$ cat src/rtl/fd_pkg.sv
// Shared types and constants for the FAST9 fetch controller.
package fd_pkg;

    typedef enum logic [2:0] {
        IDLE,
        FETCH,
        DRAIN,
        PRESENT,
        DONE
    } fetchState_t;

    // Register-file write select meaning "no write this cycle"
    localparam logic [4:0] REG_NONE = 5'd31;

    // Reads per centre: the centre itself plus 16 circle points
    localparam int N_PTS = 17;

    // Radius-3 Bresenham circle, entry i is read index k = i + 1
    localparam int CIRCLE_DX [16] = '{ 0,  1,  2,  3,  3,  3,  2,  1,
                                       0, -1, -2, -3, -3, -3, -2, -1};
    localparam int CIRCLE_DY [16] = '{-3, -3, -2, -1,  0,  1,  2,  3,
                                       3,  3,  2,  1,  0, -1, -2, -3};

endpackage

$ cat src/rtl/fd_fetch_if.sv
// Bus between the fetch controller and its surroundings: SRAM read port,
// register-file steering, datapath handshake and frame control.
interface fd_fetch_if #(
    parameter int ADDR_W = 12
);
    logic              start;
    logic [ADDR_W-1:0] sramAddr;
    logic              sramRe;
    logic [4:0]        regAddr;
    logic              readen;
    logic [7:0]        curX;
    logic [7:0]        curY;
    logic              dpAck;
    logic              busy;
    logic              done;

    modport master (
        input  start, dpAck,
        output sramAddr, sramRe, regAddr, readen, curX, curY, busy, done
    );

    modport slave (
        output start, dpAck,
        input  sramAddr, sramRe, regAddr, readen, curX, curY, busy, done
    );
endinterface

$ cat src/rtl/fd_circle_offset.sv
// Combinational read index -> signed (dx,dy) offset lookup.
// Index 0 is the centre; anything past the last circle point maps to (0,0).
module fd_circle_offset
    import fd_pkg::*;
(
    input  logic [4:0]        kIdx_i,
    output logic signed [2:0] dx_o,
    output logic signed [2:0] dy_o
);

    // Table lookup with the centre and out-of-range indices at zero offset
    always_comb begin
        dx_o = 3'sd0;
        dy_o = 3'sd0;
        if (kIdx_i != 5'd0 && kIdx_i < 5'(N_PTS)) begin
            dx_o = 3'(CIRCLE_DX[4'(kIdx_i - 5'd1)]);
            dy_o = 3'(CIRCLE_DY[4'(kIdx_i - 5'd1)]);
        end
    end

endmodule

$ cat src/rtl/fd_fetch.sv
// FAST9 fetch controller: scans centres raster-wise, issues the 17 SRAM
// reads per centre, steers returned bytes into the register file and
// presents the filled register file to the segment-test datapath.
module fd_fetch
    import fd_pkg::*;
#(
    parameter int IMG_W  = 64,
    parameter int IMG_H  = 64,
    parameter int ADDR_W = 12
) (
    input  logic       clock,
    input  logic       nReset,
    fd_fetch_if.master bus
);

    localparam logic [7:0] X_FIRST = 8'd3;
    localparam logic [7:0] Y_FIRST = 8'd3;
    localparam logic [7:0] X_LAST  = 8'(IMG_W - 4);
    localparam logic [7:0] Y_LAST  = 8'(IMG_H - 4);

    fetchState_t       state_q;
    logic [4:0]        k_q;
    logic [7:0]        x_q;
    logic [7:0]        y_q;
    logic [ADDR_W-1:0] sramAddr_q;
    logic              sramRe_q;
    logic [4:0]        regAddr_q;
    logic              readen_q;
    logic [7:0]        curX_q;
    logic [7:0]        curY_q;
    logic              busy_q;
    logic              done_q;

    logic [7:0]        xNext_d;
    logic [7:0]        yNext_d;
    logic [4:0]        lookK_d;
    logic [7:0]        lookX_d;
    logic [7:0]        lookY_d;
    logic [ADDR_W-1:0] rowAddr_d;
    logic [ADDR_W-1:0] addr_d;
    logic signed [2:0] dx;
    logic signed [2:0] dy;
    logic              isLast;

    assign isLast = (x_q == X_LAST) && (y_q == Y_LAST);

    // Raster advance: x fastest, wrapping to the first column of the next row
    always_comb begin
        xNext_d = x_q + 8'd1;
        yNext_d = y_q;
        if (x_q == X_LAST) begin
            xNext_d = X_FIRST;
            yNext_d = y_q + 8'd1;
        end
    end

    // Pick which (k, x, y) the address adder works on for the read issued next
    always_comb begin
        lookK_d = k_q + 5'd1;
        lookX_d = x_q;
        lookY_d = y_q;
        case (state_q)
            IDLE: begin
                lookK_d = 5'd0;
                lookX_d = X_FIRST;
                lookY_d = Y_FIRST;
            end
            PRESENT: begin
                lookK_d = 5'd0;
                lookX_d = xNext_d;
                lookY_d = yNext_d;
            end
            default: ;
        endcase
    end

    fd_circle_offset uOffset (
        .kIdx_i (lookK_d),
        .dx_o   (dx),
        .dy_o   (dy)
    );

    // Linear SRAM address; signed offsets are sign-extended to the address width
    always_comb begin
        rowAddr_d = ADDR_W'(lookY_d) + ADDR_W'(dy);
        addr_d    = rowAddr_d * ADDR_W'(IMG_W) + ADDR_W'(lookX_d) + ADDR_W'(dx);
    end

    // Control FSM with all outputs registered alongside the state
    always_ff @(posedge clock or negedge nReset) begin
        if (!nReset) begin
            state_q    <= IDLE;
            k_q        <= 5'd0;
            x_q        <= 8'd0;
            y_q        <= 8'd0;
            sramAddr_q <= '0;
            sramRe_q   <= 1'b0;
            regAddr_q  <= REG_NONE;
            readen_q   <= 1'b0;
            curX_q     <= 8'd0;
            curY_q     <= 8'd0;
            busy_q     <= 1'b0;
            done_q     <= 1'b0;
        end else begin
            done_q <= 1'b0;
            case (state_q)
                IDLE: begin
                    if (bus.start) begin
                        state_q    <= FETCH;
                        k_q        <= 5'd0;
                        x_q        <= X_FIRST;
                        y_q        <= Y_FIRST;
                        sramAddr_q <= addr_d;
                        sramRe_q   <= 1'b1;
                        busy_q     <= 1'b1;
                    end
                end
                FETCH: begin
                    regAddr_q <= k_q;
                    if (k_q == 5'(N_PTS - 1)) begin
                        sramRe_q <= 1'b0;
                        state_q  <= DRAIN;
                    end else begin
                        k_q        <= k_q + 5'd1;
                        sramAddr_q <= addr_d;
                    end
                end
                DRAIN: begin
                    regAddr_q <= REG_NONE;
                    readen_q  <= 1'b1;
                    curX_q    <= x_q;
                    curY_q    <= y_q;
                    state_q   <= PRESENT;
                end
                PRESENT: begin
                    if (bus.dpAck) begin
                        readen_q <= 1'b0;
                        if (isLast) begin
                            state_q <= DONE;
                        end else begin
                            x_q        <= xNext_d;
                            y_q        <= yNext_d;
                            k_q        <= 5'd0;
                            sramAddr_q <= addr_d;
                            sramRe_q   <= 1'b1;
                            state_q    <= FETCH;
                        end
                    end
                end
                DONE: begin
                    done_q  <= 1'b1;
                    busy_q  <= 1'b0;
                    state_q <= IDLE;
                end
                default: state_q <= IDLE;
            endcase
        end
    end

    assign bus.sramAddr = sramAddr_q;
    assign bus.sramRe   = sramRe_q;
    assign bus.regAddr  = regAddr_q;
    assign bus.readen   = readen_q;
    assign bus.curX     = curX_q;
    assign bus.curY     = curY_q;
    assign bus.busy     = busy_q;
    assign bus.done     = done_q;

endmodule

$ cat src/flat_wrapper.sv
// flat-port wrapper written by rule: the top's interface ports become plain ports
module fd_fetch_flat import fd_pkg::*;
#(
    parameter int IMG_W  = 64,
    parameter int IMG_H  = 64,
    parameter int ADDR_W = 12
)
  (clock, nReset, bus_start, bus_dpAck, bus_sramAddr, bus_sramRe, bus_regAddr, bus_readen, bus_curX, bus_curY, bus_busy, bus_done);
  fd_fetch_if #(.ADDR_W(ADDR_W)) bus_i ();
  input  logic clock;
  input  logic nReset;
  input wire logic [$bits(bus_i.start)-1:0] bus_start;
  input wire logic [$bits(bus_i.dpAck)-1:0] bus_dpAck;
  output wire logic [$bits(bus_i.sramAddr)-1:0] bus_sramAddr;
  output wire logic [$bits(bus_i.sramRe)-1:0] bus_sramRe;
  output wire logic [$bits(bus_i.regAddr)-1:0] bus_regAddr;
  output wire logic [$bits(bus_i.readen)-1:0] bus_readen;
  output wire logic [$bits(bus_i.curX)-1:0] bus_curX;
  output wire logic [$bits(bus_i.curY)-1:0] bus_curY;
  output wire logic [$bits(bus_i.busy)-1:0] bus_busy;
  output wire logic [$bits(bus_i.done)-1:0] bus_done;
  assign bus_i.start = bus_start;
  assign bus_i.dpAck = bus_dpAck;
  assign bus_sramAddr = bus_i.sramAddr;
  assign bus_sramRe = bus_i.sramRe;
  assign bus_regAddr = bus_i.regAddr;
  assign bus_readen = bus_i.readen;
  assign bus_curX = bus_i.curX;
  assign bus_curY = bus_i.curY;
  assign bus_busy = bus_i.busy;
  assign bus_done = bus_i.done;
  fd_fetch #(.IMG_W(IMG_W), .IMG_H(IMG_H), .ADDR_W(ADDR_W)) u_core (.clock(clock), .nReset(nReset), .bus(bus_i));
endmodule
$ cat config.mk
export PLATFORM = sky130hd
export DESIGN_NAME = fd_fetch_flat
export DESIGN_NICKNAME = d
export VERILOG_FILES = /design/src/rtl/fd_pkg.sv /design/src/rtl/fd_fetch_if.sv /design/src/rtl/fd_circle_offset.sv /design/src/rtl/fd_fetch.sv /design/src/flat_wrapper.sv
export SDC_FILE = /design/constraint.sdc
export NUM_CORES = 1
export LEC_CHECK = 0
export CAP_MARGIN = 15
export CORE_UTILIZATION = 53
export DETAILED_ROUTE_END_ITERATION = 7
export PLACE_DENSITY = 0.79
export SYNTH_ARGS = -nofsm -noshare
export SYNTH_HDL_FRONTEND = slang
export SYNTH_HIERARCHICAL = 1
export SYNTH_SLANG_ARGS = --single-unit
$ cat constraint.sdc
create_clock -name clock -period 5 [get_ports clock]
set_clock_uncertainty 0.2 [all_clocks]
set_input_delay 1 -clock clock [delete_from_list [all_inputs] [get_ports clock]]
set_output_delay 1 -clock clock [all_outputs]
set_load 0.01 [all_outputs]
==> flow_metrics.env, run 1 <==
export IMPL_status="finished clean"
export IMPL_clock_root_buffer="clkbuf_8"
export IMPL_numCtsBuffers=9
export IMPL_synthFlopType="dfrtp_1"
export IMPL_track_usage_pct=24.8
export IMPL_clkSinkCount=61
export IMPL_drt_iter0_drc=249
export IMPL_worstMarginPinSlew_ns=1.06
export IMPL_grt_pass1_vias=3616
export IMPL_min_path_type="reg -> reg"
export IMPL_core_sq_mm=0.00785
export IMPL_avgViaCountPerCell=5.95
export IMPL_port_buffers=40
export IMPL_die_area_sq_mm=0.00858
export IMPL_cp_max_fo=6
export IMPL_place_hpwl_um=7360
export IMPL_async_flop_share_pct=100
export IMPL_firstDrtPassIters=5
export IMPL_grt_pass1_wl_um=16900
export IMPL_die_height_um=92.6
export IMPL_max_slew_margin_pct=28.8
export IMPL_die_x_um=92.6
export IMPL_fin_crit_ns=4.95
export IMPL_n_fill_cell=606
export IMPL_fmax_ghz=0.202
export IMPL_syn_area_sq_mm=0.00435
export IMPL_cts_clk_slew_worst_paths_ns=0.08
export IMPL_synth_area_per_cell_sq_um=9.05
export IMPL_setup_viol=0
export IMPL_h_tree_depth=3
export IMPL_drc=0
export IMPL_gp_congestion=0.893
export IMPL_drive_gt1_share_pct=23.1
export IMPL_overflow=0
export IMPL_worstPathArrival_ns=4.99
export IMPL_synthCells=481
export IMPL_maxCapViolCount=0
export IMPL_hold_viol=0
export IMPL_fin_tns_setup_ns=0
export IMPL_synth_edf_count=0
export IMPL_area_growth_syn_to_layout_pct=24.9
export IMPL_ys_ff_latch=61
export IMPL_grt_antenna_before_repair=0
export IMPL_crit_path_start_kind="register"
export IMPL_wl_um=10600
export IMPL_detail_route_wl_per_cell_um=16.3
export IMPL_cp_required_ns=5.04
export IMPL_drtAntennaViolNets=0
export IMPL_fin_crit_sh_pct=98.9
export IMPL_synth_nets=524
export IMPL_clockBufferDepth=2
export IMPL_layout_nets=588
export IMPL_ys_seq_area_share_pct=35.2
export IMPL_diodes=0
export IMPL_worst_setup_path_end_kind="register"
export IMPL_start_util_pct=55.5
export IMPL_grt_max_degree=40
export IMPL_dr_total_vias=3878
export IMPL_synth_cell_types=67
export IMPL_fin_cells=652
export IMPL_rows=32
export IMPL_yosys_warnings=6
export IMPL_holdWs_ns=0.285
export IMPL_ios=41
export IMPL_clock_latency_ns=0.35
export IMPL_worst_setup_path_type="reg -> reg"
export IMPL_dpl_cell_count=619
export IMPL_slew_violations=0
export IMPL_cts_tree="yes"
## flip-flops by register name, summed over array words and instances (netlist names), 3 cells and up
name / count
u_core/state_q: 3
u_core/bus.regAddr: 5
u_core/k_q: 5
u_core/bus.sramAddr: 12
u_core/bus.curY: 8
u_core/x_q: 8
u_core/bus.curX: 8
u_core/y_q: 8
## area by class of cell
cell class | count | area (sq um) | share of cell area (%)
Multi-Input combinational cell | 366 | 2760 | 50.7
Inverter | 29 | 109 | 2.00
Tap cell | 102 | 128 | 2.35
Clock buffer | 9 | 124 | 2.28
Clock inverter | 7 | 75.1 | 1.38
Timing Repair Buffer | 78 | 707 | 13.0
Sequential cell | 61 | 1530 | 28.2
## logic make-up (layout without fill, tap and decap cells)
| logic type | count (synthesis) | count (layout) | share of synthesized area (%) |
|---|---|---|---|
| xor gates and xnor gates | 20 | 20 | 4.03 |
| AOI/OAI and AO/OA | 143 | 143 | 20.9 |
| muxes | 17 | 17 | 4.31 |
| and+or+nand+nor | 147 | 147 | 17.4 |
| adders and majority gates | 39 | 39 | 11.9 |
| buffers and inverters | 54 | 123 | 6.21 |
| DFF | 61 | 61 | 35.2 |
## critical path, stage by stage (launching register included)
cell,delay [ns]
dfrtp_1,0.42
xnor2_2,0.19
and2_4,0.23
a21oi_2,0.06
buf_6,0.14
nor4_4,0.38
nor2_4,0.09
o311ai_4,0.32
a21oi_4,0.10
ha_2,0.21
inv_2,0.06
fa_2,0.46
fa_1,0.58
inv_2,0.05
ha_4,0.28
nand2_2,0.07
a211oi_4,0.30
o31ai_4,0.13
nor3b_2,0.17
o21a_1,0.17
a211o_1,0.25
## synth_stat cells (5+ instances only)
cell       n  area [sq um]
a21oi_1   29           145
a211oi_1   9          67.6
a21o_1     5          37.5
nor3_1     8          40.0
buf_2      7          35.0
ha_1      35           438
xor2_1     9          78.8
clkbuf_1   7          26.3
o22a_1     6          52.6
o31ai_1   10          75.1
nand2b_1   6          37.5
and3_1     6          37.5
nor2_1    32           120
xnor2_1   11          96.3
dfstp_2    5           131
o21ai_0   50           250
nand2_1   54           203
buf_6      5          56.3
dfrtp_1   56          1400
nand3_1    6          30.0
inv_1     27           101
mux2_2    14           158
## what timing repair did
item | 4_1_cts | 5_1_grt
resized for setup | 5 | 40
setup buffers | 0 | 15
gates cloned | 0 | 2
pin swaps | 2 | 21
endpoints found under the hold margin | 0 | 0
hold buffers | 0 | 0
endpoints found under the setup margin | 1 | 2
## layer usage
layer / GRT usage [%] / vias up / share of wire (%)
li1: - / 1846 / -
met3: 4.93 / 19 / 5.3
met5: 0 / - / 0
met2: 40.9 / 137 / 49
met4: 8.97 / 0 / 1.8
met1: 32.4 / 1876 / 44
## stage by stage
stage               worst slack (ns)  instance area [sq um]  utilization (%)
floorplan                     0.0154                   4390                -
global placement               0.148                   4900             62.4
detailed placement           -0.0646                   4900             62.4
CTS                          0.00687                   5110             65.2
global route                 -0.0960                   5430             69.2
finish                        0.0548                   5430             69.2
## final timing paths
check | start | endpoint | slack, ns | cells past startpoint
setup / recovery | u_core/state_q[1]$_DFFE_PN0P_ | u_core/bus.sramAddr[11]$_DFFE_PN0P_ | 0.05 | 20
hold / removal | u_core/bus.curY[0]$_DFFE_PN0P_ | u_core/bus.curY[0]$_DFFE_PN0P_ | 0.29 | 2
setup reg to reg | u_core/state_q[1]$_DFFE_PN0P_ | u_core/bus.sramAddr[11]$_DFFE_PN0P_ | 0.05 | 20
hold reg to reg | u_core/bus.curY[0]$_DFFE_PN0P_ | u_core/bus.curY[0]$_DFFE_PN0P_ | 0.29 | 2
max in group asynchronous | nReset | u_core/bus.regAddr[3]$_DFFE_PN1P_ | 3.29 | 2
min in group asynchronous | nReset | u_core/bus.sramAddr[10]$_DFFE_PN0P_ | 0.43 | 1
## placed cells by master, fill, tap and decap left out, types with 9 or more instances in the layout
| cell type | instances |
|---|---|
| dfrtp_1 | 55 |
| nand2_1 | 53 |
| o21ai_0 | 50 |
| clkdlybuf4s50_1 | 39 |
| buf_4 | 31 |
| nor2_1 | 30 |
| ha_1 | 27 |
| a21oi_1 | 25 |
| inv_1 | 20 |
| mux2_2 | 14 |
| xnor2_1 | 10 |
| clkbuf_8 | 9 |
| xor2_1 | 9 |
| o31ai_1 | 9 |
Power of run 1 is left out: the tool's default activity adds up to more than one toggle a clock period on the data nets, which glitch-free logic cannot reach.
==> run 2: changes to the inputs <==
- CORE_UTILIZATION: 53 -> 60
- PLACE_DENSITY: 0.79 -> 0.84
- RECOVER_POWER: unset -> 50
- clock period: 5 -> 5.7 ns (I/O delays scaled with it)
==> run 2 against run 1 <==
  * The flow now finishes with violations (max-capacitance violations, max-slew violations)
  * Sequential cell count stayed put
  * Die area is 11% lower
  * Final cell count is 5.2% lower
  * Fmax is 8.7% lower
  * Non-clock buffer count is 28 lower
  * Via count is 3.2% lower
  * Critical endpoint unchanged
==> flow_metrics.env, run 2 (same netlist as run 1, synthesis figures left out) <==
export IMPL_die_x_um=87.2
export IMPL_clkSinkCount=61
export IMPL_violations="max-capacitance violations, max-slew violations"
export IMPL_clock_latency_ns=0.36
export IMPL_dr_total_vias=3752
export IMPL_final_setup_worst_slack_ns=0.282
export IMPL_firstDrtPassIters=6
export IMPL_worst_setup_path_type="reg -> reg"
export IMPL_clockBufferDepth=2
export IMPL_worstMarginPinSlew_ns=3.20
export IMPL_die_area_sq_mm=0.00760
export IMPL_cts_tree="yes"
export IMPL_maxCapViolCount=1
export IMPL_die_height_um=87.2
export IMPL_cts_clk_slew_worst_paths_ns=0.08
export IMPL_cts_hold_buffers=0
export IMPL_layout_nets=560
export IMPL_worstPathArrival_ns=5.46
export IMPL_r2r_start="u_core/state_q[1]$_DFFE_PN0P_"
export IMPL_drt_iter0_drc=427
export IMPL_clock_root_buffer="clkbuf_8"
export IMPL_drc=0
export IMPL_h_tree_depth=3
export IMPL_fin_crit_sh_pct=95.0
export IMPL_track_usage_pct=28.8
export IMPL_drtAntennaViolNets=0
export IMPL_setup_viol=0
export IMPL_gp_congestion=0.909
export IMPL_min_path_type="reg -> reg"
export IMPL_hp_start="u_core/bus.curY[0]$_DFFE_PN0P_"
export IMPL_grt_antenna_before_repair=0
export IMPL_avgViaCountPerCell=6.07
export IMPL_fmax_ghz=0.185
export IMPL_crit_path_start_kind="register"
export IMPL_max_slew_margin_pct=-113
export IMPL_worst_setup_path_end_kind="register"
export IMPL_dpl_worst_slack_ns=0.246
export IMPL_cp_required_ns=5.75
export IMPL_ios=41
export IMPL_detail_route_wl_per_cell_um=15.9
export IMPL_wl_um=9820
export IMPL_status="finished with violations"
export IMPL_core_sq_mm=0.00691
export IMPL_cp_max_fo=11
export IMPL_final_area_sq_mm=0.00501
export IMPL_path_cells="xnor2_2 > and2_1 > nor2_1 > inv_1 > ha_1 > nand2_1 > a211oi_1 > nor3_1 > a211oi_1 > inv_1 > fa_1 > fa_1 > inv_1 > ha_1 > nand2_1 > a211oi_1 > o31ai_2 > nor3b_1 > o21a_1 > a211o_1"
export IMPL_fin_crit_ns=5.42
export IMPL_place_hpwl_um=7190
export IMPL_grt_pass1_vias=3579
export IMPL_hold_viol=0
export IMPL_place_area_sq_mm=0.00477
export IMPL_final_common_cell="dfrtp_1"
export IMPL_worst_path_max_delay_cell="fa_1"
export IMPL_numCtsBuffers=9
export IMPL_layout_common_cells="56 x dfrtp_1, 54 x nand2_1, 50 x o21ai_0"
export IMPL_rows=30
export IMPL_largest_register_ffs=12
export IMPL_drive_gt1_share_pct=12.1
export IMPL_rrSetupSlack_ns=0.28
export IMPL_grt_max_degree=62
export IMPL_overflow=0
export IMPL_area_growth_syn_to_layout_pct=15.2
export IMPL_cpPeakStageDelay_ns=0.53
export IMPL_holdWs_ns=0.275
export IMPL_crit_start="u_core/state_q[1]$_DFFE_PN0P_"
export IMPL_port_buffers=40
export IMPL_slew_violations=62
export IMPL_grt_pass1_wl_um=16600
export IMPL_diodes=0
export IMPL_start_util_pct=63.0
export IMPL_postLayoutCoreUtil_pct=72.6
run 2: layer usage:
metal | vias up | GRT usage (%) | wire [um]
li1 | 1790 | - | -
met3 | 20 | 6.16 | 515
met4 | 0 | 11.0 | 206
met5 | - | 0 | 0
met1 | 1805 | 35.6 | 4180
met2 | 137 | 49.3 | 4920
run 2: what timing repair did:
item | 4_1_cts | 5_1_grt
resized for setup | 0 | 3
setup endpoints to repair | 0 | 1
hold endpoints to repair | 0 | 0
setup buffers | 0 | 0
run 2: path summary, 6_finish.rpt:
kind | to | depth (start not counted)
worst max-delay path | u_core/bus.sramAddr[11]$_DFFE_PN0P_ | 20
max in group asynchronous | u_core/bus.curX[7]$_DFFE_PN0P_ | 2
min in group asynchronous | u_core/state_q[1]$_DFFE_PN0P_ | 2
worst max register to register | u_core/bus.sramAddr[11]$_DFFE_PN0P_ | 20
worst min-delay path | u_core/bus.curY[0]$_DFFE_PN0P_ | 2
worst min register to register | u_core/bus.curY[0]$_DFFE_PN0P_ | 2
run 2: layout make-up:
cell class                      instances  area [sq um]
Multi-Input combinational cell        366          2560
Fill cell                             559          1890
Sequential cell                        61          1530
Timing Repair Buffer                   50           470
Clock buffer                            9           124
Tap cell                               96           120
Inverter                               29           109
Clock inverter                          7          98.8
run 2: worst max-delay path: cells and delay by family, from the launching register on:
family,cells,cell delay [ns]
xor+xnor,1,0.17
flops,1,0.41
fa+ha+maj,4,1.88
simple gates,6,0.78
compound gates,6,1.60
buf+inv,3,0.29
run 2: metrics by stage:
step	setup TNS, ns	std cells
detailed placement	0	601
floorplan	0	481
global route	-0.0101	618
finish	0	618
global placement	0	601
CTS	0	617
Power of run 2 is left out for the same reason.
==> run 3: changes to the inputs <==
- REMOVE_ABC_BUFFERS: unset -> 1
==> run 3 against run 2 <==
  * The flow still finishes with violations (max-capacitance violations, max-slew violations)
  * Count of clock-buffer cells in the layout grew 1
  * Global-route usage decreased by 1.2 points
  * First-iteration DRC count shrank 4.4%
  * Worst hold slack gained 0.0067 ns
  * Register-to-register slack gained 0.08 ns
  * Worst setup slack better by 0.075 ns
  * Fmax is 1.4% higher
  * Wire length shrank 0.38%
  * Critical path type unchanged
  * Largest cell class unchanged
  * Highest routed layer unchanged
==> flow_metrics.env, run 3 (same netlist as run 1, synthesis figures left out) <==
export IMPL_status="finished with violations"
export IMPL_grt_max_degree=62
export IMPL_final_setup_worst_slack_ns=0.358
export IMPL_cp_max_fo=11
export IMPL_detail_route_wl_per_cell_um=15.8
export IMPL_min_path_type="reg -> reg"
export IMPL_rrSetupSlack_ns=0.36
export IMPL_hold_viol=0
export IMPL_fin_crit_ns=5.34
export IMPL_maxCapViolCount=1
export IMPL_worstMarginPinSlew_ns=3.28
export IMPL_core_sq_mm=0.00691
export IMPL_cts_clk_slew_worst_paths_ns=0.07
export IMPL_cp_required_ns=5.74
export IMPL_rsz0062_at_grt="no"
export IMPL_cts_hold_buffers=0
export IMPL_largest_register_ffs=12
export IMPL_die_x_um=87.2
export IMPL_violations="max-capacitance violations, max-slew violations"
export IMPL_numCtsBuffers=9
export IMPL_path_cells="xnor2_2 > and2_1 > nor2_1 > inv_1 > ha_2 > nand2_1 > a211oi_1 > nor3_1 > a211oi_2 > inv_1 > fa_1 > fa_1 > inv_1 > ha_1 > nand2_1 > a211oi_1 > o31ai_2 > nor3b_1 > o21a_1 > a211o_1"
export IMPL_layout_common_cells="56 x dfrtp_1, 54 x nand2_1, 50 x o21ai_0"
export IMPL_ios=41
export IMPL_cp_num_buf_inv=3
export IMPL_setup_viol=0
export IMPL_gp_congestion=0.883
export IMPL_drt_iter0_drc=408
export IMPL_fin_cells=619
export IMPL_dpl_cell_count=603
export IMPL_clkSinkCount=61
export IMPL_drive_gt1_share_pct=12.6
export IMPL_fmax_ghz=0.187
export IMPL_layout_nets=561
export IMPL_clock_root_buffer="clkbuf_8"
export IMPL_hold_depth=2
export IMPL_postLayoutCoreUtil_pct=73.2
export IMPL_cpPeakStageDelay_ns=0.51
export IMPL_die_area_sq_mm=0.00760
export IMPL_worstHoldEndpoint="u_core/bus.curY[0]$_DFFE_PN0P_"
export IMPL_post_cts_resized=0
export IMPL_critPathMostFrequentCell="inv_1"
export IMPL_max_slew_margin_pct=-119
export IMPL_hp_start="u_core/bus.curY[0]$_DFFE_PN0P_"
export IMPL_area_growth_syn_to_layout_pct=16.1
export IMPL_ff2ff_path_depth=20
export IMPL_crit_path_start_kind="register"
export IMPL_place_hpwl_um=6930
export IMPL_grt_antenna_before_repair=0
export IMPL_n_fill_cell=524
export IMPL_clockBufferDepth=2
export IMPL_final_common_cell="dfrtp_1"
export IMPL_r2r_start="u_core/state_q[1]$_DFFE_PN0P_"
export IMPL_h_tree_depth=3
export IMPL_grt_pass1_wl_um=16100
export IMPL_critical_path_top_delay_family="adder cells"
export IMPL_worst_path_max_delay_cell="fa_1"
export IMPL_dpl_worst_slack_ns=0.233
export IMPL_rows=30
export IMPL_firstDrtPassIters=5
export IMPL_fin_tns_setup_ns=0
export IMPL_overflow=0
export IMPL_slew_violations=62
export IMPL_worst_setup_path_type="reg -> reg"
export IMPL_worstPathArrival_ns=5.38
export IMPL_post_cts_buffers=0
export IMPL_wl_um=9780
export IMPL_start_util_pct=63.0
export IMPL_r2r_end="u_core/bus.sramAddr[11]$_DFFE_PN0P_"
export IMPL_drtAntennaViolNets=0
export IMPL_drc=0
export IMPL_diodes=0
export IMPL_dr_total_vias=3749
export IMPL_die_height_um=87.2
export IMPL_port_buffers=40
export IMPL_avgViaCountPerCell=6.06
export IMPL_worst_setup_path_end_kind="register"
export IMPL_track_usage_pct=27.6
export IMPL_fin_crit_sh_pct=93.7
export IMPL_clock_latency_ns=0.35
export IMPL_cts_tree="yes"
export IMPL_grt_pass1_vias=3471
==> run 3: worst max-delay path by stage <==
stage / from / end / slack [ns] / depth (start not counted)
after floorplan: u_core/state_q[0]$_DFFE_PN0P_ / u_core/bus.sramAddr[11]$_DFFE_PN0P_ / -0.02 / 17
after global placement: u_core/state_q[0]$_DFFE_PN0P_ / u_core/bus.sramAddr[11]$_DFFE_PN0P_ / 0.54 / 21
after detailed placement: u_core/state_q[0]$_DFFE_PN0P_ / u_core/bus.sramAddr[11]$_DFFE_PN0P_ / 0.23 / 21
after CTS: u_core/state_q[0]$_DFFE_PN0P_ / u_core/bus.sramAddr[11]$_DFFE_PN0P_ / 0.19 / 21
after global routing: u_core/state_q[0]$_DFFE_PN0P_ / u_core/bus.sramAddr[11]$_DFFE_PN0P_ / 0.006 / 20
final: u_core/state_q[1]$_DFFE_PN0P_ / u_core/bus.sramAddr[11]$_DFFE_PN0P_ / 0.36 / 20
==> run 3: per-stage QoR <==
stage	area [sq um]	hold WS [ns]
3_3_place_gp	4790	0.263
3_5_place_dp	4790	0.272
2_1_floorplan	4190	0.304
5_1_grt	5050	0.321
4_1_cts	5030	0.289
6_report	5050	0.282
==> run 3: worst register-to-register path: stages (launching register included) <==
cell	delay [ns]
dfrtp_1	0.42
xnor2_2	0.18
and2_1	0.23
nor2_1	0.14
inv_1	0.14
ha_2	0.46
nand2_1	0.10
a211oi_1	0.37
nor3_1	0.11
a211oi_2	0.26
inv_1	0.09
fa_1	0.51
fa_1	0.49
inv_1	0.04
ha_1	0.35
nand2_1	0.07
a211oi_1	0.34
o31ai_2	0.16
nor3b_1	0.16
o21a_1	0.19
a211o_1	0.25
==> run 3: layout make-up <==
type	instances	area, sq um	area share, %
Multi-Input combinational cell	366	2580	51.1
Inverter	29	109	2.15
Tap cell	96	120	2.38
Clock buffer	10	128	2.53
Clock inverter	6	111	2.20
Sequential cell	61	1530	30.3
Timing Repair Buffer	51	470	9.31
==> run 3: routing by layer <==
layer	up-vias	share of wire, %	track usage [%]
met3	25	5.5	4.55
met4	0	2.0	11.2
met5	-	0	0
met1	1778	44	35.3
li1	1794	-	-
met2	152	49	46.6
Power of run 3 is left out for the same reason.
